<file path="config.mk">
export PLATFORM = sky130hd
export DESIGN_NAME = note_display_ctrl_flat
export DESIGN_NICKNAME = d
export VERILOG_FILES = /design/src/rtl/note_display_ctrl_if.sv /design/src/rtl/note_display_ctrl.sv /design/src/flat_wrapper.sv
export SDC_FILE = /design/constraint.sdc
export NUM_CORES = 1
export LEC_CHECK = 0
export CORE_ASPECT_RATIO = 0.5
export CORE_MARGIN = 5
export CORE_UTILIZATION = 30
export CTS_CLUSTER_DIAMETER = 80
export CTS_CLUSTER_SIZE = 30
export DETAILED_ROUTE_END_ITERATION = 10
export GPL_TIMING_DRIVEN = 0
export PLACE_DENSITY = 0.51
export SYNTH_ARGS = -nofsm -noshare
export SYNTH_HDL_FRONTEND = slang
export SYNTH_SLANG_ARGS = --single-unit
</file>
<file path="constraint.sdc">
create_clock -name clk -period 2.66 [get_ports clk]
set_clock_uncertainty 0.15 [all_clocks]
set_input_delay 0.798 -clock clk [delete_from_list [all_inputs] [get_ports clk]]
set_output_delay 0.798 -clock clk [all_outputs]
set_load 0.05 [all_outputs]
</file>
<file path="src/rtl/note_display_ctrl_if.sv">
// Pixel bus between the glyph drawer, this controller and the VGA adapter.
// The controller (master) consumes the drawer's d_* stream and drives the adapter side.
interface note_display_ctrl_if;
    logic [7:0] d_x_out;
    logic [6:0] d_y_out;
    logic       d_writeEn;
    logic [2:0] d_colour;
    logic [7:0] x_out;
    logic [6:0] y_out;
    logic       writeEn;
    logic [2:0] colour;

    modport master (
        input  d_x_out, d_y_out, d_writeEn, d_colour,
        output x_out, y_out, writeEn, colour
    );

    modport slave (
        output d_x_out, d_y_out, d_writeEn, d_colour,
        input  x_out, y_out, writeEn, colour
    );
endinterface

</file>
<file path="src/rtl/note_display_ctrl.sv">
// Debounces the detected note/octave, blanks the 36x12 glyph box, then lets the
// glyph drawer run for a fixed window while forwarding its pixels to the VGA adapter.
//
// state  | meaning
// IDLE   | shown glyph matches input, nothing written
// STABLE | input differs from shown, waiting for it to hold
// ERASE  | writing 432 black pixels over the glyph box
// DRAW   | drawer enabled, its pixel stream passed through
module note_display_ctrl #(
    parameter logic [7:0] X0            = 8'd10,
    parameter logic [6:0] Y0            = 7'd10,
    parameter int         STABLE_CYCLES = 16,
    parameter int         DRAW_CYCLES   = 512
) (
    input  logic                       clk,
    input  logic                       reset,
    input  logic [3:0]                 note_in,
    input  logic [1:0]                 octave_in,
    output logic [3:0]                 note,
    output logic [1:0]                 octave,
    output logic [7:0]                 x,
    output logic [6:0]                 y,
    output logic                       draw_en,
    output logic                       busy,
    note_display_ctrl_if.master        pix
);
    localparam int SW = $clog2(STABLE_CYCLES);
    localparam int DW = $clog2(DRAW_CYCLES);
    localparam logic [SW-1:0] STAB_PRE  = SW'(STABLE_CYCLES - 2);
    localparam logic [DW-1:0] DRAW_LAST = DW'(DRAW_CYCLES - 1);

    typedef enum logic [1:0] {IDLE, STABLE, ERASE, DRAW} state_t;

    state_t        state;
    logic [3:0]    shown_note, cand_note;
    logic [1:0]    shown_oct, cand_oct;
    logic [SW-1:0] stab_cnt;
    logic [DW-1:0] dr_cnt;
    logic [5:0]    ex;
    logic [3:0]    ey;

    logic [3:0] note_eff;
    logic [1:0] oct_eff;
    logic       diff_shown, diff_cand;

    // Silence and invalid codes collapse to 0; octave is irrelevant while silent.
    assign note_eff   = (note_in > 4'd12) ? 4'd0 : note_in;
    assign oct_eff    = (note_eff == 4'd0) ? shown_oct : octave_in;
    assign diff_shown = {note_eff, oct_eff} != {shown_note, shown_oct};
    assign diff_cand  = {note_eff, oct_eff} != {cand_note, cand_oct};

    assign x = X0;
    assign y = Y0;

    always_ff @(posedge clk) begin
        if (!reset) begin
            state       <= IDLE;
            shown_note  <= 4'd0;
            shown_oct   <= 2'd0;
            cand_note   <= 4'd0;
            cand_oct    <= 2'd0;
            stab_cnt    <= '0;
            dr_cnt      <= '0;
            ex          <= 6'd0;
            ey          <= 4'd0;
            note        <= 4'd0;
            octave      <= 2'd0;
            draw_en     <= 1'b0;
            busy        <= 1'b0;
            pix.x_out   <= 8'd0;
            pix.y_out   <= 7'd0;
            pix.writeEn <= 1'b0;
            pix.colour  <= 3'd0;
        end else begin
            case (state)
                IDLE: begin
                    pix.writeEn <= 1'b0;
                    if (diff_shown) begin
                        cand_note <= note_eff;
                        cand_oct  <= oct_eff;
                        stab_cnt  <= '0;
                        state     <= STABLE;
                        busy      <= 1'b1;
                    end
                end
                STABLE: begin
                    pix.writeEn <= 1'b0;
                    // Returning to the shown value must win over a candidate reload.
                    if (!diff_shown) begin
                        state <= IDLE;
                        busy  <= 1'b0;
                    end else if (diff_cand) begin
                        cand_note <= note_eff;
                        cand_oct  <= oct_eff;
                        stab_cnt  <= '0;
                    end else if (stab_cnt == STAB_PRE) begin
                        state <= ERASE;
                        ex    <= 6'd0;
                        ey    <= 4'd0;
                    end else begin
                        stab_cnt <= stab_cnt + 1'b1;
                    end
                end
                ERASE: begin
                    pix.writeEn <= 1'b1;
                    pix.colour  <= 3'd0;
                    pix.x_out   <= X0 + {2'b00, ex};
                    pix.y_out   <= Y0 + {3'b000, ey};
                    if (ex == 6'd35) begin
                        ex <= 6'd0;
                        if (ey == 4'd11) begin
                            ey         <= 4'd0;
                            shown_note <= cand_note;
                            shown_oct  <= cand_oct;
                            note       <= cand_note;
                            octave     <= cand_oct;
                            if (cand_note != 4'd0) begin
                                state   <= DRAW;
                                draw_en <= 1'b1;
                                dr_cnt  <= '0;
                            end else begin
                                state <= IDLE;
                                busy  <= 1'b0;
                            end
                        end else begin
                            ey <= ey + 1'b1;
                        end
                    end else begin
                        ex <= ex + 1'b1;
                    end
                end
                DRAW: begin
                    if (dr_cnt == DRAW_LAST) begin
                        pix.writeEn <= 1'b0;
                        draw_en     <= 1'b0;
                        busy        <= 1'b0;
                        dr_cnt      <= '0;
                        state       <= IDLE;
                    end else begin
                        pix.x_out   <= pix.d_x_out;
                        pix.y_out   <= pix.d_y_out;
                        pix.writeEn <= pix.d_writeEn;
                        pix.colour  <= pix.d_colour;
                        dr_cnt      <= dr_cnt + 1'b1;
                    end
                end
                default: state <= IDLE;
            endcase
        end
    end
endmodule

</file>
<file path="src/flat_wrapper.sv">
// flat-port wrapper written by rule: the top's interface ports become plain ports
module note_display_ctrl_flat 
#(
    parameter logic [7:0] X0            = 8'd10,
    parameter logic [6:0] Y0            = 7'd10,
    parameter int         STABLE_CYCLES = 16,
    parameter int         DRAW_CYCLES   = 512
)
  (clk, reset, note_in, octave_in, note, octave, x, y, draw_en, busy, pix_d_x_out, pix_d_y_out, pix_d_writeEn, pix_d_colour, pix_x_out, pix_y_out, pix_writeEn, pix_colour);
  note_display_ctrl_if pix_i ();
  input  logic clk;
  input  logic reset;
  input  logic [3:0] note_in;
  input  logic [1:0] octave_in;
  output logic [3:0] note;
  output logic [1:0] octave;
  output logic [7:0] x;
  output logic [6:0] y;
  output logic draw_en;
  output logic busy;
  input wire logic [$bits(pix_i.d_x_out)-1:0] pix_d_x_out;
  input wire logic [$bits(pix_i.d_y_out)-1:0] pix_d_y_out;
  input wire logic [$bits(pix_i.d_writeEn)-1:0] pix_d_writeEn;
  input wire logic [$bits(pix_i.d_colour)-1:0] pix_d_colour;
  output wire logic [$bits(pix_i.x_out)-1:0] pix_x_out;
  output wire logic [$bits(pix_i.y_out)-1:0] pix_y_out;
  output wire logic [$bits(pix_i.writeEn)-1:0] pix_writeEn;
  output wire logic [$bits(pix_i.colour)-1:0] pix_colour;
  assign pix_i.d_x_out = pix_d_x_out;
  assign pix_i.d_y_out = pix_d_y_out;
  assign pix_i.d_writeEn = pix_d_writeEn;
  assign pix_i.d_colour = pix_d_colour;
  assign pix_x_out = pix_i.x_out;
  assign pix_y_out = pix_i.y_out;
  assign pix_writeEn = pix_i.writeEn;
  assign pix_colour = pix_i.colour;
  note_display_ctrl #(.X0(X0), .Y0(Y0), .STABLE_CYCLES(STABLE_CYCLES), .DRAW_CYCLES(DRAW_CYCLES)) u_core (.clk(clk), .reset(reset), .note_in(note_in), .octave_in(octave_in), .note(note), .octave(octave), .x(x), .y(y), .draw_en(draw_en), .busy(busy), .pix(pix_i));
endmodule
</file>
==> results of run 1 <==
-- routing by layer --
metal / wire length, um / part of all wire (%)
met3: 701 / 7.4
met4: 114 / 1.2
met5: 0 / 0
met2: 3780 / 40
met1: 4880 / 52
-- tightest hold or removal path, cell delays in order, from the launching register on --
cell,delay [ns]
dfxtp_1,0.31
nand2_1,0.05
a21oi_1,0.05
-- through the flow --
| step | setup WS (ns) | power, mW | setup TNS, ns | utilization [%] | cell area [sq um] |
|---|---|---|---|---|---|
| 2_1_floorplan | 0.0101 | 1.07 | 0 | - | 3320 |
| 5_1_grt | -0.0820 | 2.41 | -0.166 | 43.1 | 4500 |
| 3_5_place_dp | -0.942 | 1.15 | -18.89 | 38.5 | 4020 |
| 4_1_cts | 0.00814 | 2.34 | 0 | 42.4 | 4430 |
| 3_3_place_gp | -0.945 | 1.15 | -19.68 | 38.5 | 4020 |
| 6_report | 0.0298 | 2.32 | 0 | 43.1 | 4500 |
-- power by group --
group / total [mW] / internal (mW) / switching (mW)
logic: 0.270 / 0.112 / 0.158
clock network: 1.15 / 0.761 / 0.391
registers: 0.895 / 0.880 / 0.0146
-- worst min-delay path by stage --
stage                                   start                  end  slack (ns)  cells past startpoint
after floorplan            u_core.stab_cnt[3]   u_core.stab_cnt[3]        0.31                      2
after global placement    u_core.pix.y_out[4]  u_core.pix.y_out[4]        0.30                      2
after detailed placement  u_core.pix.y_out[4]  u_core.pix.y_out[4]        0.31                      2
after CTS                 u_core.pix.y_out[4]  u_core.pix.y_out[4]        0.31                      2
after global routing      u_core.pix.y_out[4]  u_core.pix.y_out[4]        0.34                      2
final                     u_core.pix.y_out[4]  u_core.pix.y_out[4]        0.32                      2
-- what timing repair did --
action / in CTS / in global routing
gates resized for setup: 39 / 13
setup buffers: 5 / 6
endpoints found under the setup margin: 32 / 33
pin swaps: 9 / 8
-- logic make-up (layout without fill, tap and decap cells) --
family	Yosys count	in the layout	share of synthesized area [%]
and+or+nand+nor	173	173	26.6
muxes	10	10	3.10
buffers and inverters	51	125	8.48
xor gates and xnor gates	16	16	4.28
DFF	58	58	35.5
adders and majority gates	8	8	3.06
AOI/OAI and AO/OA	87	87	18.8
other	2	15	0.229
-- final cells by class --
type / count / area (sq um)
buffer: 38 / 233
clock buffer: 11 / 253
clock inverter: 3 / 40.0
fill: 1083 / 5940
inverter: 10 / 37.5
multi-input combinational: 309 / 2000
sequential: 58 / 1160
tap: 140 / 175
timing repair buffer: 63 / 598
-- registers in the layout, summed over array words and instances (netlist names), 4 cells and up --
name / cells
u_core.ex: 6
u_core.stab_cnt: 4
u_core.note: 4
u_core.dr_cnt: 9
u_core.ey: 4
u_core.pix.x_out: 8
u_core.pix.y_out: 7
u_core.cand_note: 4
-- layout by cell type, fill, tap and decap left out, types with 5 or more instances in the layout --
cell and count:
a211oi_1 10, a21oi_1 14, a22oi_1 8, a311oi_1 5, and3_1 5, buf_4 28
clkbuf_1 17, clkbuf_16 9, clkdlybuf4s50_1 47, conb_1 15, dfxtp_1 57, ha_1 8
inv_1 10, mux2i_1 9, nand2_1 34, nand3_1 19, nand4_1 10, nor2_1 56
nor3_1 10, o211ai_1 8, o21ai_0 11, xnor2_1 10, xor2_1 6
==> qor.csv, run 1 <==
stage,metric,value,unit
yosys,syn_avg_cell_area,8.08,sq um
placement,port-buffer-count,52,
placement,hpwl,6770,um
global_routing,grt_max_degree,11,
floorplan,die_y,83.9,um
clocking,cts_tree,yes,
setup_path,rr_endpoint,u_core.dr_cnt[4],
setup_path,rr_worst_depth,8,
setup_path,crit_chain,buf_8 -> or4_4 -> a222oi_1 -> nor2_2 -> nor4_4 -> buf_4 -> nor2_1 -> o31a_1,
sta,final_hold_viol_count,0,
yosys,synthTopCellsByCount,"58 x dfxtp_1, 58 x nor2_1, 35 x nand2_1, 19 x clkbuf_1, 19 x nand3_1",
setup_path,crit_required,2.72,ns
yosys,synth_cell_types,58,
placement,routabilityCongestion,0.841,
detailed_routing,wirelength,9470,um
clocking,clock_sinks,58,
sta,slew_headroom,51.7,%
clocking,htreeDepth,3,
setup_path,r2r-start,u_core.ex[1],
global_routing,grtUsageMet1,21.7,%
sta,fin_crit_sh,98.9,%
floorplan,row_count,26,
setup_path,max_stage_delay,0.53,ns
sta,max_freq,380,MHz
sta,timing.hold.ws,0.315,ns
clocking,cts_buffer_depth,2,
power,cellLeakagePower,1.66,nW
setup_path,crit_family,simple AND/OR/NAND/NOR gates,
detailed_routing,antenna_left,0,
yosys,synthCells,405,
final_layout,drive_gt1_share,15.0,%
sta,fin_crit,2.63,ns
min_path,hold_class,reg2reg,
setup_path,path_max_fanout,3,
yosys,synth_area,3270,sq um
global_routing,met3_usage,4.82,%
final_layout,syn_to_final_growth,37.4,%
global_routing,grt_pass1_vias,2989,
setup_path,critPathArrivalTime,2.69,ns
yosys,synth.largest_area_cell,dfxtp_1,
global_routing,grt_overflow_total,0,
yosys,ys_async_sr_fraction,0,%
setup_path,slowest_stage,or4_4,
setup_path,cp-startpoint,note_in[1],
final_layout,finalNetCount,524,
yosys,yosys_register_bits,58,
yosys,synth_edf_count,0,
clocking,clkLatencyLatePin,0.33,ns
yosys,synthTopCellsByArea,"dfxtp_1 35%, nor2_1 6.6%, nand2_1 4.0%, buf_4 3.7%, ha_1 3.1%",
power,powerDensity,515,nW/um^2
detailed_routing,drc,0,
floorplan,ioPinCount,69,
yosys,ys.flop_type,dfxtp_1,
detailed_routing,vias,3096,
setup_path,cp-start-kind,primary input,
floorplan,dieArea,13200,sq um
global_routing,grt-busiest-layer,met1,
clocking,clk_pin_slew_worst_paths,0.05,ns
sta,rsz0062_at_grt,true,
detailed_routing,first_pass_iters,4,
global_routing,grt_pass1_wl,15500,um
floorplan,floorplan.initialDensity,31.4,%
setup_path,crit_path_end,u_core.ex[5],
setup_path,criticalPathCategory,in2reg,
floorplan,die_x,158,um
sta,report.final.slew_viol_count,0,
detailed_routing,routed_via_density,4.90,
setup_path,crit_buf_inv,2,
power,peakVddDrop,0.306,mV
global_routing,use_met2,20.4,%
setup_path,path_depth,8,
yosys,yosys_warnings,0,
detailed_routing,drtIter0Drc,161,
global_routing,antenna_found_initial,0,
detailed_routing,wire_per_inst,15.0,um
clocking,cts_hold_buf,0,
final_layout,instances_no_fill,632,
clocking,cts-root-buf,clkbuf_16,
setup_path,reg2reg_slack,0.16,ns
sta,setup_violations,0,
clocking,cts_made_buffers,9,
flow_run,maxCapViolations,0,
yosys,synth_top_area_share,35.5,%
floorplan,core-area,10400,sq um
setup_path,cp-end-kind,flip-flop,
yosys,seq_area_frac_synth,35.5,%
global_routing,grt_usage,14.7,%
sta,tightest_slew,0.724,ns
status,status,completed,
placement,place_inst,610,
final_layout,n_antenna_cell,0,
No activity file was read; power rests on OpenSTA's default activity.
==> run 2, diff against run 1 <==
- CORE_ASPECT_RATIO: 0.5 -> 1.1
- DONT_BUFFER_PORTS: not set -> 1
- PLACE_DENSITY: 0.51 -> 0.42
==> qor.csv, run 2 (synthesis results as in run 1) <==
stage,metric,value,unit,change
status,status,completed,,unchanged
final_layout,largest_reg_flops,9,,unchanged
sta,tightest_slew,0.719,ns,was 0.724 ns
power,intPower,1.69,mW,was 1.75 mW
final_layout,n_antenna_cell,0,,unchanged
sta,fin_crit_sh,94.1,%,was 98.9%
detailed_routing,first_pass_iters,4,,unchanged
final_layout,top_regs,"u_core.dr_cnt: 9 flops, u_core.pix.x_out: 8 flops, u_core.pix.y_out: 7 flops",,unchanged
clocking,htreeDepth,3,,unchanged
setup_path,cp-startpoint,note_in[3],,was note_in[1]
sta,max_freq,400,MHz,was 380 MHz
floorplan,floorplan.initialDensity,30.3,%,was 31.4%
floorplan,row_count,40,,was 26
global_routing,grt_overflow_total,0,,unchanged
sta,setup_violations,0,,unchanged
power,powerDensity,570,nW/um^2,was 515 nW/um^2
sta,final_hold_viol_count,0,,unchanged
setup_path,cp-end-kind,flip-flop,,unchanged
global_routing,grt_usage,14.5,%,was 14.7%
final_layout,final_common_cell,nor2_1,,was dfxtp_1
detailed_routing,drtIter0Drc,84,,was 161
floorplan,die_x,110,um,was 158 um
final_layout,syn_to_final_growth,19.6,%,was 37.4%
clocking,clk_pin_slew_worst_paths,0.05,ns,about the same
detailed_routing,wire_per_inst,15.6,um,was 15.0 um
setup_path,critPathArrivalTime,2.57,ns,was 2.69 ns
setup_path,r2r-start,u_core.ex[1],,unchanged
clocking,cts_buffer_depth,2,,unchanged
detailed_routing,wirelength,9150,um,was 9470 um
placement,hpwl,6810,um,was 6770 um
floorplan,ioPinCount,69,,unchanged
power,combPwrFrac,9.0,%,was 11.7%
global_routing,grt_pass1_vias,2821,,was 2989
setup_path,path_max_fanout,5,,was 3
power,p_seq_share,40.3,%,was 38.6%
floorplan,dieArea,13100,sq um,was 13200 sq um
placement,post-place-ws,-0.455,ns,was -0.942 ns
placement,routabilityCongestion,0.755,,was 0.841
global_routing,grt_pass1_wl,14700,um,was 15500 um
clocking,clkLatencyLatePin,0.33,ns,about the same
clocking,cts_made_buffers,9,,unchanged
sta,rsz0062_at_grt,false,,was true
final_layout,finalNetCount,470,,was 524
detailed_routing,antenna_left,0,,unchanged
min_path,hold_class,reg2reg,,unchanged
power,cellLeakagePower,1.44,nW,was 1.66 nW
setup_path,crit_required,2.73,ns,was 2.72 ns
setup_path,rr_worst_depth,8,,unchanged
power,clkPwrFrac,50.7,%,was 49.7%
detailed_routing,drc,0,,unchanged
setup_path,reg2reg_slack,0.19,ns,was 0.16 ns
power,swShare,24.4,%,was 24.3%
floorplan,core-area,10800,sq um,was 10400 sq um
power,p_sw,0.545,mW,was 0.564 mW
detailed_routing,routed_via_density,5.04,,was 4.90
final_layout,top_register,u_core.dr_cnt,,unchanged
sta,setup_tns,0,ns,unchanged
clocking,cts-root-buf,clkbuf_16,,unchanged
floorplan,die_y,120,um,was 83.9 um
global_routing,antenna_found_initial,0,,unchanged
detailed_routing,vias,2955,,was 3096
final_layout,mostFrequentLayoutCells,"57 x nor2_1, 56 x dfxtp_1, 35 x nand2_1",,"was 57 x dfxtp_1, 56 x nor2_1, 47 x clkdlybuf4s50_1"
sta,fin_ws,0.158,ns,was 0.0298 ns
flow_run,maxCapViolations,0,,unchanged
setup_path,crit_path_end,u_core.ex[3],,was u_core.ex[5]
placement,port-buffer-count,0,,was 52
setup_path,criticalPathCategory,in2reg,,unchanged
setup_path,cp-start-kind,primary input,,unchanged
sta,report.final.slew_viol_count,0,,unchanged
clocking,clock_sinks,58,,unchanged
final_layout,drive_gt1_share,13.7,%,was 15.0%
setup_path,rr_endpoint,u_core.dr_cnt[4],,unchanged
clocking,cts_tree,yes,,unchanged
global_routing,grt_max_degree,11,,unchanged
sta,fin_crit,2.50,ns,was 2.63 ns
power,peakVddDrop,0.207,mV,was 0.306 mV
sta,timing.hold.ws,0.347,ns,was 0.315 ns
sta,slew_headroom,51.6,%,was 51.7%
-- run 2: changes by cell type in the layout (fill, tap and decap cells not counted), moves of 2 or more --
cell and change:
buf_4 -6, clkdlybuf4s50_1 -47, clkbuf_1 +2, clkbuf_8 -2
-- run 2: metrics by stage --
stage                     cell area (sq um)  std cells  power, mW  util (%)
after detailed placement               3510        565       1.11      32.4
final                                  3920        586       2.23      36.2
after floorplan                        3320        418       1.07         -
after global placement                 3510        565       1.11      32.4
after global routing                   3920        586       2.34      36.2
after CTS                              3820        580       2.26      35.4
-- run 2: worst min-delay path by stage --
stage                                   from                  to  slack [ns]  depth (start not counted)
after floorplan           u_core.stab_cnt[3]  u_core.stab_cnt[3]        0.31                          2
after global placement      u_core.dr_cnt[8]    u_core.dr_cnt[8]        0.33                          2
after detailed placement  u_core.stab_cnt[3]  u_core.stab_cnt[3]        0.34                          2
after CTS                 u_core.stab_cnt[3]  u_core.stab_cnt[3]        0.35                          2
after global routing      u_core.stab_cnt[3]  u_core.stab_cnt[3]        0.38                          2
final                     u_core.stab_cnt[3]  u_core.stab_cnt[3]        0.35                          2
-- run 2: cell type report --
class / instances / area, sq um
fillers: 1164 / 6890
multi-input cells: 309 / 1940
flip-flops and latches: 58 / 1160
clock buffers: 12 / 246
plain buffers: 40 / 238
well taps: 147 / 184
repair buffers: 7 / 65.1
clock inverters: 3 / 40.0
inverters: 10 / 37.5
-- run 2: what timing repair did --
action,in CTS,in global routing
hold buffers,0,0
setup buffers,0,7
gates resized for setup,5,11
endpoints found under the setup margin,24,41
pin swaps,0,4
endpoints found under the hold margin,0,0
-- run 2: power groups by stage --
stage / sequential [mW] / combinational (mW) / clock (mW)
6_report: 0.900 / 0.201 / 1.13
5_1_grt: 0.901 / 0.219 / 1.22
4_1_cts: 0.900 / 0.190 / 1.17
3_5_place_dp: 0.918 / 0.187 / 0
3_3_place_gp: 0.918 / 0.187 / 0
2_1_floorplan: 0.912 / 0.158 / 0
-- run 2: critical path: stages --
cell	delay, ns
or4_1	0.57
a222oi_1	0.36
nor2_2	0.13
nor4_4	0.24
buf_4	0.18
nand4_1	0.09
and3_1	0.20
-- run 2: metal layers --
metal | track usage (%) | vias up | part of all wire (%)
met5 | 0 | - | 0
met4 | 5.77 | 0 | 1.3
met3 | 5.06 | 9 | 7.2
met2 | 22.3 | 71 | 46
met1 | 18.4 | 1375 | 45
li1 | - | 1500 | -
==> run 3, diff against run 2 <==
- clock period: 2.66 -> 2.2 ns (I/O delays scaled with it)
==> qor.csv, run 3 (synthesis results as in run 1) <==
stage,metric,value,unit,change
clocking,cts_tree,yes,,unchanged
setup_path,cp-start-kind,primary input,,unchanged
final_layout,drive_gt1_share,23.4,%,was 13.7%
flow_run,maxCapViolations,0,,unchanged
floorplan,dieArea,13100,sq um,unchanged
power,powerDensity,692,nW/um^2,was 570 nW/um^2
detailed_routing,vias,2975,,was 2955
sta,rsz0062_at_grt,true,,was false
placement,routabilityCongestion,0.781,,was 0.755
status,status,finished with violations,,was completed
detailed_routing,drc,0,,unchanged
global_routing,grt_max_degree,11,,unchanged
placement,dpl-instance-area,3580,sq um,was 3510 sq um
placement,post-place-ws,-0.591,ns,was -0.455 ns
sta,fin_ws,-0.0590,ns,was 0.158 ns
clocking,htreeDepth,3,,unchanged
detailed_routing,routed_via_density,5.07,,was 5.04
setup_path,path_max_fanout,5,,unchanged
min_path,hold_class,in2reg,,was reg2reg
sta,final_hold_viol_count,0,,unchanged
final_layout,mostFrequentLayoutCells,"55 x nor2_1, 47 x dfxtp_1, 33 x nand2_1",,"was 57 x nor2_1, 56 x dfxtp_1, 35 x nand2_1"
final_layout,finalNetCount,470,,unchanged
floorplan,row_count,40,,unchanged
power,peakVddDrop,0.368,mV,was 0.207 mV
final_layout,utilization,38.3,%,was 36.2%
clocking,cts_hold_buf,0,,unchanged
setup_path,r2r-start,u_core.note[2],,was u_core.ex[1]
clocking,clk_pin_slew_worst_paths,0.05,ns,about the same
final_layout,final_area,4140,sq um,was 3920 sq um
final_layout,top_register,u_core.dr_cnt,,unchanged
setup_path,slowest_stage,or4_4,,was or4_1
final_layout,top_regs,"u_core.dr_cnt: 9 flops, u_core.pix.x_out: 8 flops, u_core.pix.y_out: 7 flops",,unchanged
setup_path,cp-end-kind,flip-flop,,unchanged
detailed_routing,wirelength,9370,um,was 9150 um
setup_path,reg2reg_slack,0.03,ns,was 0.19 ns
floorplan,die_x,110,um,unchanged
global_routing,grt_overflow_total,0,,unchanged
placement,port-buffer-count,0,,unchanged
final_layout,final_common_cell,nor2_1,,unchanged
sta,fin_crit_sh,103,%,
floorplan,core-area,10800,sq um,unchanged
setup_path,criticalPathCategory,in2reg,,unchanged
setup_path,crit_chain,or4_4 -> a222oi_1 -> nor2_2 -> nor4_4 -> buf_4 -> nand4_1 -> and3_1,,was or4_1 -> a222oi_1 -> nor2_2 -> nor4_4 -> buf_4 -> nand4_1 -> and3_1
clocking,clock_sinks,58,,unchanged
setup_path,rr_endpoint,u_core.cand_oct[1],,was u_core.dr_cnt[4]
detailed_routing,drtIter0Drc,106,,was 84
floorplan,die_y,120,um,unchanged
sta,setup_violations,12,,was 0
setup_path,max_stage_delay,0.52,ns,was 0.57 ns
detailed_routing,first_pass_iters,7,,was 4
setup_path,cp-startpoint,note_in[3],,unchanged
final_layout,n_antenna_cell,0,,unchanged
final_layout,largest_reg_flops,9,,unchanged
detailed_routing,wire_per_inst,16.0,um,was 15.6 um
floorplan,ioPinCount,69,,unchanged
clocking,cts-root-buf,clkbuf_16,,unchanged
global_routing,grt_pass1_vias,2908,,was 2821
sta,tightest_slew,0.612,ns,was 0.719 ns
floorplan,floorplan.initialDensity,30.3,%,unchanged
sta,fin_crit,2.26,ns,
clocking,cts_made_buffers,9,,unchanged
final_layout,syn_to_final_growth,26.5,%,was 19.6%
setup_path,critPathArrivalTime,2.32,ns,was 2.57 ns
global_routing,grt_pass1_wl,15300,um,was 14700 um
power,cellLeakagePower,1.50,nW,was 1.44 nW
detailed_routing,antenna_left,0,,unchanged
sta,max_freq,443,MHz,
status,violations,setup timing,,
clocking,clkLatencyLatePin,0.33,ns,about the same
global_routing,grt_usage,15.0,%,was 14.5%
setup_path,crit_path_end,u_core.ex[3],,unchanged
setup_path,crit_required,2.26,ns,was 2.73 ns
setup_path,rr_worst_depth,8,,unchanged
clocking,cts_buffer_depth,2,,unchanged
sta,setup_tns,-0.353,ns,was 0 ns
global_routing,antenna_found_initial,0,,unchanged
sta,slew_headroom,59.1,%,was 51.6%
min_path,worstHoldPathCells,2,,unchanged
sta,report.final.slew_viol_count,0,,unchanged
placement,hpwl,7020,um,was 6810 um
## run 3: worst min path at each step
stage                             startpoint                  end  slack [ns]
after floorplan           u_core.stab_cnt[3]   u_core.stab_cnt[3]        0.31
after global placement    u_core.stab_cnt[3]   u_core.stab_cnt[3]        0.34
after detailed placement  u_core.stab_cnt[3]   u_core.stab_cnt[3]        0.34
after CTS                     pix_d_y_out[0]  u_core.pix.y_out[0]        0.33
after global routing          pix_d_x_out[2]  u_core.pix.x_out[2]        0.34
final                         pix_d_y_out[0]  u_core.pix.y_out[0]        0.33
## run 3: layout make-up
| type | count | area (sq um) |
|---|---|---|
| well taps | 147 | 184 |
| flip-flops and latches | 58 | 1180 |
| plain buffers | 37 | 254 |
| fillers | 1123 | 6670 |
| clock inverters | 4 | 75.1 |
| inverters | 10 | 37.5 |
| clock buffers | 12 | 246 |
| multi-input cells | 309 | 2080 |
| repair buffers | 10 | 87.6 |
## run 3: report_power, final
part	internal (mW)	leakage [nW]	switching, mW
logic	0.0977	0.879	0.169
registers	1.06	0.475	0.0263
clock network	1.02	0.149	0.491
## run 3: repair_timing
action | 4_1_cts | 5_1_grt
endpoints found under the setup margin | 55 | 56
gates cloned | 0 | 0
resized for setup | 31 | 28
buffers inserted | 9 | 1
pin swaps | 7 | 3
## run 3: metal layers
layer | track usage [%] | vias up | wire, um
li1 | - | 1500 | -
met1 | 18.6 | 1393 | 4150
met2 | 24.2 | 66 | 4510
met3 | 3.77 | 16 | 514
met4 | 6.70 | 0 | 202
met5 | 0 | - | 0
## run 3: stage by stage
stage	hold WS [ns]	power [mW]	cells
after floorplan	0.312	1.30	418
after CTS	0.325	2.90	588
after global routing	0.336	2.99	587
after detailed placement	0.344	1.35	565
final	0.334	2.87	587
after global placement	0.336	1.35	565
## run 3: critical path, delay by kind of cell
family	cells	cell delay [ns]
buffers and inverters	1	0.17
AND/OR/NAND/NOR	5	1.14
AO/OA/AOI/OAI	1	0.35
